[config.mk]
export PLATFORM = sky130hd
export DESIGN_NAME = reconstruccion_ventana
export DESIGN_NICKNAME = d
export VERILOG_FILES = /design/src/rtl/rec_pkg.sv /design/src/rtl/rec_vec_unpack.sv /design/src/rtl/reconstruccion_ventana.sv
export SDC_FILE = /design/constraint.sdc
export NUM_CORES = 1
export LEC_CHECK = 0
export CAP_MARGIN = 40
export CORE_MARGIN = 2
export CORE_UTILIZATION = 48
export CTS_CLUSTER_DIAMETER = 50
export DETAILED_ROUTE_END_ITERATION = 16
export GPL_TIMING_DRIVEN = 0
export HOLD_SLACK_MARGIN = 0.15
export PLACE_DENSITY = 0.94
export RECOVER_POWER = 25
export SETUP_SLACK_MARGIN = 0.1
export SYNTH_ARGS = -nofsm -noshare
export SYNTH_HDL_FRONTEND = slang
export SYNTH_SLANG_ARGS = --single-unit
[constraint.sdc]
create_clock -name clk_fsm -period 3.3 [get_ports clk_fsm]
set_input_delay 0.99 -clock clk_fsm [delete_from_list [all_inputs] [get_ports clk_fsm]]
set_output_delay 0.99 -clock clk_fsm [all_outputs]
set_load 0.01 [all_outputs]
[src/rtl/rec_pkg.sv]
// Shared definitions for the window reconstruction block.
// Holds the FSM state encoding and the field layout of the image and vector FIFO words.
// The vector field constants describe the default 14-bit address layout and are shared
// with the search block's packing logic.
package rec_pkg;

    typedef enum logic [2:0] {
        IDLE,
        PX_WAIT,
        PX_WRITE,
        VEC_WAIT,
        VEC_READ,
        VEC_LAT,
        VEC_WRITE,
        FINISH
    } rec_state_e;

    localparam int unsigned PIX_W = 24;

    // Image FIFO word: {tag[1:0], pixel[23:0]}
    localparam int unsigned IMG_TAG_MSB = 25;
    localparam int unsigned IMG_TAG_LSB = 24;

    // Vector FIFO word: {tag[1:0], ref[MSBI:0], act[MSBI:0]} for the default MSBI
    localparam int unsigned DEF_MSBI = 13;
    localparam int unsigned TAG_MSB  = 2 * DEF_MSBI + 3;
    localparam int unsigned TAG_LSB  = 2 * DEF_MSBI + 2;
    localparam int unsigned REF_MSB  = 2 * DEF_MSBI + 1;
    localparam int unsigned REF_LSB  = DEF_MSBI + 1;
    localparam int unsigned ACT_MSB  = DEF_MSBI;
    localparam int unsigned ACT_LSB  = 0;

endpackage

[src/rtl/rec_vec_unpack.sv]
// Splits a vector FIFO word into tag, reference and actual addresses.
// Optional macro VEC_BOUNDS_EN: also flags whether both addresses fall inside the window.
// Ports:
//   vec_q_i     vector FIFO word {tag, ref, act}
//   limit_i     window size in pixels (VEC_BOUNDS_EN only)
//   in_bounds_o both addresses below limit_i (VEC_BOUNDS_EN only)
//   tag_o       frame tag
//   ref_o       source address of the copy
//   act_o       destination address of the copy
module rec_vec_unpack #(
    parameter int unsigned MSBI = 13
) (
    input  logic [2*MSBI+3:0] vec_q_i,
`ifdef VEC_BOUNDS_EN
    input  logic [MSBI:0]     limit_i,
    output logic              in_bounds_o,
`endif
    output logic [1:0]        tag_o,
    output logic [MSBI:0]     ref_o,
    output logic [MSBI:0]     act_o
);

    assign tag_o = vec_q_i[2*MSBI+3 -: 2];
    assign ref_o = vec_q_i[2*MSBI+1 -: MSBI+1];
    assign act_o = vec_q_i[MSBI:0];

`ifdef VEC_BOUNDS_EN
    assign in_bounds_o = (ref_o < limit_i) && (act_o < limit_i);
`endif

endmodule

[src/rtl/reconstruccion_ventana.sv]
// Rebuilds the motion-estimation search window into a frame RAM.
// Phase 1 streams window_limit tagged pixels from the image FIFO to RAM[0..limit-1];
// phase 2 applies each tagged vector as RAM[act] <= RAM[ref] until the vector FIFO is empty.
// Entries whose tag differs from cont_img are popped and dropped, setting sticky tag_err.
// Optional macro VEC_BOUNDS_EN: vectors addressing outside the window are dropped and
// counted in bnd_err_cnt (saturating).
// Ports:
//   clk_fsm, rst_n       clock, asynchronous active-low reset
//   start, cont_img      start pulse (honoured in IDLE) and expected frame tag
//   window_limit         number of pixels in the window
//   idle, finish         IDLE indicator, one-cycle completion pulse
//   tag_err              sticky wrong-tag indicator, cleared on start
//   bnd_err_cnt          out-of-window vector drops (VEC_BOUNDS_EN only)
//   img_*, vec_*         show-ahead FIFO interfaces
//   ram_*                frame RAM port, read data valid RAM_LAT cycles after address
module reconstruccion_ventana #(
    parameter int unsigned MSBI    = 13,
    parameter int unsigned PIX_W   = 24,
    parameter int unsigned RAM_LAT = 1
) (
    input  logic              clk_fsm,
    input  logic              rst_n,
    input  logic              start,
    input  logic [1:0]        cont_img,
    input  logic [MSBI:0]     window_limit,
    output logic              idle,
    output logic              finish,
    output logic              tag_err,
`ifdef VEC_BOUNDS_EN
    output logic [15:0]       bnd_err_cnt,
`endif
    input  logic              img_empty,
    input  logic [25:0]       img_q,
    output logic              img_rd_req,
    input  logic              vec_empty,
    input  logic [2*MSBI+3:0] vec_q,
    output logic              vec_rd_req,
    output logic [MSBI:0]     ram_addr,
    output logic              ram_wr_en,
    output logic [PIX_W-1:0]  ram_wdata,
    input  logic [PIX_W-1:0]  ram_rdata
);

    rec_pkg::rec_state_e state_q, state_d;
    logic [MSBI:0] px_q, px_d;
    logic [MSBI:0] lim_q, lim_d;
    logic [MSBI:0] ref_q, ref_d;
    logic [MSBI:0] act_q, act_d;
    logic [1:0]    lat_q, lat_d;
    logic          tag_err_q, tag_err_d;
`ifdef VEC_BOUNDS_EN
    logic [15:0]   bnd_q, bnd_d;
    logic          v_in_bounds;
`endif

    logic [1:0]    img_tag;
    logic [1:0]    v_tag;
    logic [MSBI:0] v_ref;
    logic [MSBI:0] v_act;
    logic [MSBI:0] px_inc;

    assign img_tag = img_q[rec_pkg::IMG_TAG_MSB:rec_pkg::IMG_TAG_LSB];
    assign px_inc  = px_q + 1'b1;

    rec_vec_unpack #(
        .MSBI (MSBI)
    ) u_vec_unpack (
        .vec_q_i     (vec_q),
`ifdef VEC_BOUNDS_EN
        .limit_i     (lim_q),
        .in_bounds_o (v_in_bounds),
`endif
        .tag_o       (v_tag),
        .ref_o       (v_ref),
        .act_o       (v_act)
    );

    always_ff @(posedge clk_fsm or negedge rst_n) begin
        if (!rst_n) begin
            state_q   <= rec_pkg::IDLE;
            px_q      <= '0;
            lim_q     <= '0;
            ref_q     <= '0;
            act_q     <= '0;
            lat_q     <= '0;
            tag_err_q <= 1'b0;
`ifdef VEC_BOUNDS_EN
            bnd_q     <= '0;
`endif
        end else begin
            state_q   <= state_d;
            px_q      <= px_d;
            lim_q     <= lim_d;
            ref_q     <= ref_d;
            act_q     <= act_d;
            lat_q     <= lat_d;
            tag_err_q <= tag_err_d;
`ifdef VEC_BOUNDS_EN
            bnd_q     <= bnd_d;
`endif
        end
    end

    always_comb begin
        state_d    = state_q;
        px_d       = px_q;
        lim_d      = lim_q;
        ref_d      = ref_q;
        act_d      = act_q;
        lat_d      = lat_q;
        tag_err_d  = tag_err_q;
`ifdef VEC_BOUNDS_EN
        bnd_d      = bnd_q;
`endif
        idle       = 1'b0;
        finish     = 1'b0;
        img_rd_req = 1'b0;
        vec_rd_req = 1'b0;
        ram_addr   = '0;
        ram_wr_en  = 1'b0;
        ram_wdata  = '0;

        unique case (state_q)
            rec_pkg::IDLE: begin
                idle = 1'b1;
                if (start) begin
                    tag_err_d = 1'b0;
                    px_d      = '0;
                    lim_d     = window_limit;
`ifdef VEC_BOUNDS_EN
                    bnd_d     = '0;
`endif
                    state_d   = (window_limit == '0) ? rec_pkg::VEC_WAIT : rec_pkg::PX_WAIT;
                end
            end

            rec_pkg::PX_WAIT: begin
                if (!img_empty) begin
                    if (img_tag == cont_img) begin
                        state_d = rec_pkg::PX_WRITE;
                    end else begin
                        img_rd_req = 1'b1;
                        tag_err_d  = 1'b1;
                    end
                end
            end

            // Entered only with a matching entry at the FIFO head, so the pop is safe.
            rec_pkg::PX_WRITE: begin
                ram_addr   = px_q;
                ram_wdata  = img_q[PIX_W-1:0];
                ram_wr_en  = 1'b1;
                img_rd_req = 1'b1;
                px_d       = px_inc;
                state_d    = (px_inc == lim_q) ? rec_pkg::VEC_WAIT : rec_pkg::PX_WAIT;
            end

            // All vectors precede the pixel dump, so empty here means the frame is done.
            rec_pkg::VEC_WAIT: begin
                if (vec_empty) begin
                    state_d = rec_pkg::FINISH;
                end else begin
                    vec_rd_req = 1'b1;
                    if (v_tag != cont_img) begin
                        tag_err_d = 1'b1;
`ifdef VEC_BOUNDS_EN
                    end else if (!v_in_bounds) begin
                        if (bnd_q != 16'hFFFF) begin
                            bnd_d = bnd_q + 16'd1;
                        end
`endif
                    end else begin
                        ref_d   = v_ref;
                        act_d   = v_act;
                        state_d = rec_pkg::VEC_READ;
                    end
                end
            end

            rec_pkg::VEC_READ: begin
                ram_addr = ref_q;
                lat_d    = 2'd1;
                state_d  = rec_pkg::VEC_LAT;
            end

            // Address held on ref so rdata in VEC_WRITE reflects RAM[ref] for either latency.
            rec_pkg::VEC_LAT: begin
                ram_addr = ref_q;
                if (lat_q == 2'(RAM_LAT)) begin
                    state_d = rec_pkg::VEC_WRITE;
                end else begin
                    lat_d = lat_q + 2'd1;
                end
            end

            rec_pkg::VEC_WRITE: begin
                ram_addr  = act_q;
                ram_wdata = ram_rdata;
                ram_wr_en = 1'b1;
                state_d   = rec_pkg::VEC_WAIT;
            end

            rec_pkg::FINISH: begin
                finish  = 1'b1;
                state_d = rec_pkg::IDLE;
            end

            default: state_d = rec_pkg::IDLE;
        endcase
    end

    assign tag_err = tag_err_q;
`ifdef VEC_BOUNDS_EN
    assign bnd_err_cnt = bnd_q;
`endif

endmodule

## After elaboration in Yosys (flattened, before gate mapping)

Cells that the tools add are included.

| storage, ports and cells | value |
|---|---|
| logic and storage cells | 73 |
| register bits after elaboration | 62 |

| cells by class | value |
|---|---|
| add/subtract/negate cells | 2 |
| eq/ne operators | 20 |
| reduce and logical (&&, ||, !) cells | 13 |
| mux-type cells | 29 |
| bitwise gates (word level) | 2 |

Operators with widths:

| cell | count |
|---|---|
| $pmux W24 S2 | 1 |
| $pmux W14 S3 | 1 |
| $pmux W14 S2 | 1 |
| $pmux W3 S8 | 1 |
| $mux W3 | 6 |
| $ne A2 B2 Y1 const B | 8 |
| $add A14 B1 Y14 const B | 1 |
| $eq A14 B14 Y1 | 1 |
| $logic_not A14 Y1 | 1 |
| $mux W14 | 1 |
| $eq A3 B3 Y1 const B | 4 |
| $mux W1 | 12 |
| $eq A3 B2 Y1 const B | 2 |
| $mux W2 | 3 |
| $reduce_and A2 Y1 | 3 |
| $reduce_and A6 Y1 | 1 |
| $reduce_and A5 Y1 | 1 |
| $pmux W2 S2 | 1 |
| $reduce_bool A2 Y1 | 2 |
| $reduce_or A2 Y1 | 2 |
| $eq A3 B1 Y1 const B | 1 |
| $logic_not A3 Y1 | 1 |
| $ne A3 B3 Y1 const B | 1 |
| $pmux W1 S3 | 1 |
| other kinds (8) | 9 |

## Longest topological paths before layout

| logic depth | value |
|---|---|
| word-level depth | 4 |
| depth in mapped cells | 8 |
| mapped depth without buffers | 8 |

## Modules after synthesis

From an unflattened synthesis, not the netlist that was laid out.

| unflattened totals | value |
|---|---|
| cells, all modules | 433 |
| area, all modules | 4101.4 um^2 |

Modules (own cells, without submodules):

| module | instances | sequential area each (um^2) | area an instance (um^2) | cells an instance |
|---|---|---|---|---|
| reconstruccion_ventana | 1 | 1551.5 | 3876.2 | 403 |
| rec_vec_unpack | 1 | 0.0 | 225.2 | 30 |

## Worst setup path before layout

No wires, ideal clock.

| timing | value |
|---|---|
| path kind | input port to output port |
| start point | input img_q[25] |
| end point | output img_rd_req |
| cell stages on the path | 4 |
| buffers on the path | 0 |
| path slack | 0.556 ns |
| data arrival time | 1.754 ns |
| data required time | 2.310 ns |
| path through | xor2_1 -> nor2_1 -> or3_1 -> a21oi_1 |

| between the ends | value |
|---|---|
| word-level cells in the longest chain between the ends | 4 |

Ends and longest elaborated chain:

| what | RTL line | source |
|---|---|---|
| start, declared | reconstruccion_ventana.sv:33 | `input logic [25:0] img_q,` |
| $eq A2 B2 Y1 | reconstruccion_ventana.sv:139 | `if (img_tag == cont_img) begin` |
| $mux W1 | reconstruccion_ventana.sv:139 |  |
| $mux W1 | reconstruccion_ventana.sv:138 | `if (!img_empty) begin` |
| $pmux W1 S2 | reconstruccion_ventana.sv:123 | `unique case (state_q)` |
| end, declared | reconstruccion_ventana.sv:34 | `output logic img_rd_req,` |

No other way between the ends.

## Final worst setup path

| timing | value |
|---|---|
| start point | input ram_rdata[8] |
| end point | output ram_wdata[8] |

| between the ends | value |
|---|---|
| word-level cells in the longest chain between the ends | 1 |

Ends and longest elaborated chain:

| what | RTL line | source |
|---|---|---|
| start, declared | reconstruccion_ventana.sv:41 | `input logic [PIX_W-1:0] ram_rdata` |
| $pmux W24 S2 | reconstruccion_ventana.sv:123 |  |
| end, declared | reconstruccion_ventana.sv:40 | `output logic [PIX_W-1:0] ram_wdata,` |

No other way between the ends.

==> impl_metrics.json <==
{
  "nFillCells": 563,
  "min_period_ns": 3.173,
  "synthArstFlopShare": 1.000,
  "finalSetupViolCount": 0,
  "wire_per_inst_um": 18.00,
  "hold_viol": 0,
  "synth_compound_area_frac": 0.1029,
  "max_slew.worst_pin.slew_ns": 1.705,
  "dp_hpwl_mm": 9.109,
  "grt_first_pass_wirelength_mm": 18.66,
  "ys_seq_elements": 62,
  "cap_violations": 1,
  "syn_area_um2": 3880,
  "drv_slew": 32,
  "synth_fa_ha_area_frac": 0.006450,
  "htree_levels": 3,
  "max-slew-margin-rel": -0.1369,
  "mostFrequentLayoutCells": "clkdlybuf4s50_1, dfrtp_1, nor2_1",
  "post-route-drc-count": 0,
  "start_util": 0.4995,
  "r2r_end": "state_q[1]",
  "place_inst": 655,
  "overflow": 0,
  "io_pins": 145,
  "die_h_um": 93.91,
  "status": "complete, but fails checks",
  "worst_r2r_path_depth": 8,
  "power_leakage_nw": 2.585,
  "synth_cell_types": 49,
  "end_kind": "output pin",
  "timing.fmax_mhz": 315.2,
  "grt_start_max_net_pins": 33,
  "final_cells": 675,
  "ys_seq_area_frac": 0.3999,
  "num_antenna_cells": 0,
  "drtIter0Drc": 163,
  "post_route_cells_drive_above_1_share": 0.1640,
  "post_synth_and_or_nand_nor_area_fraction": 0.1703,
  "pwr_density_cell_nw_per_um2": 732.4,
  "grt_setup_unrepaired": "true",
  "ys_warn_count": 0,
  "cts.sinks": 62,
  "crit_path_start_kind": "input pin",
  "path_max_fanout": 1,
  "ctsHoldBuffers": 0,
  "synth-xor-area-share": 0.04740,
  "setup_tns_ns": 0,
  "synthFlopType": "dfrtp_1",
  "num_vias": 3818,
  "synth_top_family_by_area": "multiplexers",
  "rows": 32,
  "antenna_found_initial": 0,
  "cts_tree": "done",
  "gp_routability_congestion": 0.9061,
  "fp.dieW_um": 93.91,
  "netlist_instances": 408,
  "place_area_um2": 5464,
  "finClkSkew_ns": 0.007856,
  "min_path_type": "flop to flop",
  "coreArea_um2": 7767,
  "dr.pass1.iters": 5,
  "area_growth_syn_to_layout_pct": 48.69,
  "reg2reg_slack_ns": 0.97,
  "port-buffer-count": 144,
  "holdPathStages": 1,
  "crit_type": "input pin to output pin",
  "post_drt_via_cell_ratio": 5.656,
  "crit_arrival_ns": 2.18,
  "hold_start": "ref_q[5]",
  "cts.reportedPaths.clkPinSlew_ns": 0.07,
  "clk_latency_ns": 0.35,
  "ctsLongestPathBuffers": 2,
  "die-area_um2": 8818,
  "syn_nets": 511,
  "fin_area_um2": 5769,
  "vdd_ir_drop_max_mv": 0.3455,
  "clockRootBuffer": "clkbuf_8",
  "ant_nets": 0,
  "worstReg2RegStart": "px_q[0]",
  "synth_edf_count": 0,
  "cts_buffers": 9,
  "gr-usage-all-layers": 0.2727,
  "worstPathRequired_ns": 2.31,
  "routed_wl_mm": 12.15,
  "final_nets": 671,
  "grt_pass1_vias": 4018,
  "violations": "max-capacitance violations, max-slew violations",
  "worstHoldEndpoint": "ref_q[5]",
  "syn_area_per_cell_um2": 9.510,
  "muxShareOfSynthArea": 0.2257,
  "layout_commonest_cell": "clkdlybuf4s50_1",
  "fin_crit_sh": 0.9615
}
==> repair_timing <==
action | in CTS | in global routing
buffers inserted | 2 | 2
setup endpoints to repair | 41 | 28
resized for setup | 29 | 22
pin swaps | 6 | 5
==> cells by family after synthesis <==
kind of cell,after synthesis
AOI/OAI and AO/OA,68
xor gates and xnor gates,21
adders and majority gates,2
buffers and inverters,39
DFF,62
muxes,82
and+or+nand+nor,134
==> critical path, stage by stage <==
cell and delay, ns:
clkdlybuf4s50_1 0.47, mux2i_1 0.07, nor2_1 0.10, clkdlybuf4s50_1 0.56
==> sequential cells by signal (all words and copies together), names as in the netlist <==
signal,count
act_q,14
lim_q,14
px_q,14
ref_q,14
state_q,3
lat_q,2
tag_err,1
==> layer usage <==
metal | part of all wire | track usage
met1 | 0.37 | 0.2853
met2 | 0.51 | 0.4946
met3 | 0.081 | 0.07384
met4 | 0.037 | 0.1437
met5 | 0 | 0
==> area by class of cell <==
class                           count  area [um2]  share of cell area
Buffer                             32       193.9             0.03362
Clock buffer                       11       141.4             0.02451
Clock inverter                      5       106.4             0.01843
Inverter                            7       26.28            0.004554
Multi-Input combinational cell    307        2152              0.3730
Sequential cell                    62        1551              0.2689
Tap cell                          102       127.6             0.02212
Timing Repair Buffer              149        1470              0.2548
==> Yosys cell counts (2+ instances only) <==
| master | count | area [um2] |
|---|---|---|
| dfrtp_1 | 62 | 1551 |
| nor2_1 | 46 | 172.7 |
| mux2_2 | 44 | 495.5 |
| mux2i_1 | 38 | 380.4 |
| nand2_1 | 36 | 135.1 |
| o21ai_0 | 36 | 180.2 |
| clkbuf_1 | 16 | 60.06 |
| buf_2 | 12 | 60.06 |
| xor2_1 | 11 | 96.34 |
| a21oi_1 | 10 | 50.05 |
| nand3_1 | 10 | 50.05 |
| xnor2_1 | 10 | 87.58 |
| o31ai_1 | 8 | 60.06 |
| inv_1 | 7 | 26.28 |
| nor4_1 | 6 | 37.54 |
| nand4_1 | 5 | 31.28 |
| nor2b_1 | 4 | 25.02 |
| and2_1 | 3 | 18.77 |
| and3_1 | 3 | 18.77 |
| buf_6 | 3 | 33.78 |
| nand2b_1 | 3 | 18.77 |
| o22ai_1 | 3 | 18.77 |
| or3_1 | 3 | 18.77 |
| ha_1 | 2 | 25.02 |
| nand3b_1 | 2 | 15.01 |
| nor3_1 | 2 | 10.01 |
==> worst max-delay path by stage <==
stage / from / to / slack [ns] / cells after the start
after CTS: state_q[2] / ram_addr[7] / 0.10 / 7
final: ram_rdata[8] / ram_wdata[8] / 0.13 / 4
after global placement: rst_n / lim_q[8] / -0.70 / 1
after floorplan: img_q[25] / img_rd_req / 0.56 / 4
after detailed placement: cont_img[1] / img_rd_req / -0.50 / 6
after global routing: state_q[2] / ram_addr[2] / 0.06 / 7
==> through the flow <==
step	hold slack [ns]	util	power [mW]	setup slack, ns
2_1_floorplan	0.4792	-	2.559	0.5564
3_3_place_gp	0.4869	0.7015	3.240	-0.7027
3_5_place_dp	0.4956	0.7034	3.346	-0.4962
4_1_cts	0.5120	0.7379	4.206	0.1023
5_1_grt	0.5297	0.7428	4.473	0.05795
6_report	0.5129	0.7428	4.226	0.1270
==> power breakdown <==
part           internal, mW  total, mW  switching (mW)
logic                  1.07       2.07            1.00
registers              1.09       1.31           0.226
clock network         0.524      0.837           0.314
(Power assumes the default switching activity.)
==> RTL edit 1: new RTL, config.mk and constraints unchanged <==
Take the reset off `px_q` and load it in a clocked block of its own.
--- a/src/rtl/reconstruccion_ventana.sv
+++ b/src/rtl/reconstruccion_ventana.sv
@@ -78,7 +78,6 @@
     always_ff @(posedge clk_fsm or negedge rst_n) begin
         if (!rst_n) begin
             state_q   <= rec_pkg::IDLE;
-            px_q      <= '0;
             lim_q     <= '0;
             ref_q     <= '0;
             act_q     <= '0;
@@ -89,7 +88,6 @@
 `endif
         end else begin
             state_q   <= state_d;
-            px_q      <= px_d;
             lim_q     <= lim_d;
             ref_q     <= ref_d;
             act_q     <= act_d;
@@ -99,6 +97,10 @@
             bnd_q     <= bnd_d;
 `endif
         end
+    end
+
+    always_ff @(posedge clk_fsm) begin
+        px_q <= px_d;
     end
 
     always_comb begin
Formal check against the unedited RTL: same outputs for any inputs over 10 cycles, from zero or initial values and one cycle with rst_n low; that may be too few to reach the edited logic, so the function may still have changed.
==> RTL edit 1 against the original RTL <==
  * Power decreased by 7.3%
  * Sequential cell count unchanged
  * Via count down 3.7%
  * Worst setup slack got worse by 0.0075 ns
  * Non-clock buffer count fell by 7
  * Synthesized area rose by 0.45%
  * Wire length fell by 2.0%
  * Final cell count fell by 1.8%
  * Final area about the same
  * Critical path type unchanged
  * Largest power group unchanged
==> RTL edit 1: results (changes against the original RTL) <==
run status complete, no violations; Leakage 2.54 nW (-1.9%); Distinct cells, synth 51 (+4.1%); synth top area cells dfrtp_1 31%, mux2_2 12%, edfxtp_1 11%; # clk buffers 10 (-1); multi-input gates 300 (-2.3%); Inverters 9 (+2); total die area 8860 sq um (+0.44%); worst slack, placed -0.356 ns (+0.140 ns); share of cells above drive strength 1 16.0% (-0.36 points); FILL cells 594 (+5.5%); WL final 11900 um (-2.0%); Least-Margin Pin Slew 1.43 ns (-0.272 ns); total vias in the final route 3676 (-3.7%); VDD IR max 0.438 mV (+27%); ClkCell Share 3.71% (-0.58 points); met3 routed WL 907 um (-7.8%); Mapped Nets 501 (-2.0%); ys async rst share 77.4% (-23 points); Area after DPL 5480 sq um (+0.32%); Post-Layout Cell Count 663 (-1.8%); adder-cell share of the synthesized area 0.642% (-0.0029 points); sequential cell area share 28.1% (+1.2 points); total track usage 26.7% (-0.56 points); skew final 0.00675 ns (-0.00110 ns); bufs w/o clock 174 (-3.9%); Seq/Total Area, Yosys 41.6% (+1.6 points); commonest cells in the netlist 50 x nor2_1, 48 x dfrtp_1, 41 x mux2_2; xor and xnor area share after synthesis 5.39% (+0.65 points); gpl congestion 0.966 (+6.6%); WL met1 4540 um (-0.22%); Reg area 1620 sq um (+4.5%); Psw 0.00148 W (-4.4%)
[RTL edit 1: power by group through the flow]
stage | clock [W] | sequential [W] | combinational, W
6_report | 0.000710 | 0.00134 | 0.00186
5_1_grt | 0.000753 | 0.00138 | 0.00202
4_1_cts | 0.000718 | 0.00134 | 0.00186
3_5_place_dp | 0 | 0.00135 | 0.00183
3_3_place_gp | 0 | 0.00133 | 0.00178
2_1_floorplan | 0 | 0.00126 | 0.00119
[RTL edit 1: path summary, 6_finish.rpt]
path / depth (start not counted) / end / start / slack [ns]
worst min-delay path: 2 / tag_err / tag_err / 0.51
max in group asynchronous: 2 / lat_q[0] / rst_n / 0.60
worst max-delay path: 4 / ram_wdata[11] / img_q[11] / 0.12
min in group asynchronous: 1 / lim_q[6] / rst_n / 0.75
worst max register to register: 7 / px_q[6] / state_q[1] / 0.80
worst min register to register: 2 / tag_err / tag_err / 0.51
[RTL edit 1: what timing repair did]
| action | in CTS | in global routing |
|---|---|---|
| hold buffers | 0 | 0 |
| cloned | 0 | 0 |
| pin swaps | 1 | 1 |
| setup endpoints to repair | 41 | 22 |
| resized for setup | 23 | 29 |
| buffers inserted | 1 | 1 |
[RTL edit 1: layer usage]
layer / up-vias / global-route usage (%)
li1: 1738 / -
met2: 144 / 49.6
met4: 0 / 8.09
met1: 1780 / 30.0
met3: 14 / 6.34
met5: - / 0
[RTL edit 1: logic make-up after synthesis]
logic type | after synthesis
AND/OR/NAND/NOR | 137
AO/OA/AOI/OAI | 58
adder cells (fa/ha/maj) | 2
buffers and inverters | 36
flip-flops | 62
multiplexers | 79
XOR/XNOR | 24
[RTL edit 1: critical path: stages]
cell	delay [ns]
clkdlybuf4s50_1	0.47
mux2i_1	0.08
nor2_1	0.10
clkdlybuf4s50_1	0.55
==> RTL edit 2: new RTL, same settings <==
Without the edit above. Build with the macro `VEC_BOUNDS_EN` defined.
--- a/src/rtl/rec_vec_unpack.sv
+++ b/src/rtl/rec_vec_unpack.sv
@@ -7,6 +7,8 @@
 //   tag_o       frame tag
 //   ref_o       source address of the copy
 //   act_o       destination address of the copy
+`define VEC_BOUNDS_EN
+
 module rec_vec_unpack #(
     parameter int unsigned MSBI = 13
 ) (
Behaviour (old outputs only; new: bnd_err_cnt): not the same (Yosys sat finds a counterexample within 4 cycles, from zero or initial values and one cycle with rst_n low).
==> RTL edit 2 against the original RTL <==
  * First-iteration DRC count increased to 4.7 times the old value
  * Highest routed layer unchanged
  * Worst setup slack got worse by 0.017 ns
  * Synthesized area increased by 40%
  * Sequential cell count increased by 16
  * Power increased by 32%
  * Wire length increased by 62%
  * Global-route usage increased by 4.4 points
  * Final area increased by 37%
  * The run still ends with capacitance limit, slew limit left
  * Critical endpoint is now act_q[13]
==> RTL edit 2: results (changes against the original RTL) <==
commonest cells in the netlist 78 x dfrtp_1, 66 x nand2_1, 58 x nor2_1; share of cells above drive strength 1 15.0% (-1.4 points); Max Fclk 314 MHz (-0.52%); Distinct cells, synth 57 (+16%); drt wl/cell 21.2 um (+18%); met3 routed WL 1740 um (+77%); R2R setup slack 0.42 ns (-0.55 ns); met2 WL 9460 um (+53%); total track usage 31.6% (+4.4 points); global-route wire length before repair 29200 um (+56%); Placed Cells 900 (+37%); Leakage 3.61 nW (+39%); Mapped Nets 729 (+43%); Pins Over Slew Limit 27 (-16%); post-synthesis mux area share 12.2% (-10 points); VDD IR max 0.343 mV (-0.85%); clock group power 0.000927 W (+11%); xor and xnor area share after synthesis 4.69% (-0.052 points); adder-cell share of the synthesized area 6.70% (+6.1 points); max_cap viols 1 (unchanged); run status finished, violations left; Critical Path End Type register; combinational power 0.00307 W (+48%); Worst Hold Slack 0.517 ns (+0.00375 ns); WL final 19700 um (+62%); met3 usage 5.17% (-2.2 points); Cell Pwr Density 706 nW/um^2 (-3.7%); failing checks capacitance limit, slew limit; CP startpoint vec_q[1]; Critical Path AT 3.42 ns (+1.24 ns); gpl congestion 0.965 (+6.5%)
[RTL edit 2: changes by cell type in the layout (fill, tap and decap cells not counted), moves of 16 or more]
cell           unedited run  this run
mux2_4                    0        20
dlygate4sd2_1            12        29
ha_1                      2        23
dfrtp_1                  62        78
nand2_1                  36        64
a21oi_1                  10        33
mux2_2                   44        10
[RTL edit 2: what timing repair did]
item | 4_1_cts | 5_1_grt
hold buffers | 0 | 0
hold endpoints to repair | 0 | 0
pin swaps | 15 | 7
endpoints found under the setup margin | 71 | 65
cloned | 2 | 0
gates resized for setup | 76 | 52
buffers inserted | 12 | 3
[RTL edit 2: layout make-up]
type | count | area (sq um) | share of cell area (%)
buffer | 32 | 239 | 3.02
timing repair buffer | 178 | 1830 | 23.1
inverter | 22 | 87.6 | 1.11
sequential | 78 | 1950 | 24.7
clock buffer | 10 | 229 | 2.89
tap | 140 | 175 | 2.21
clock inverter | 5 | 37.5 | 0.474
multi-input combinational | 466 | 3360 | 42.5
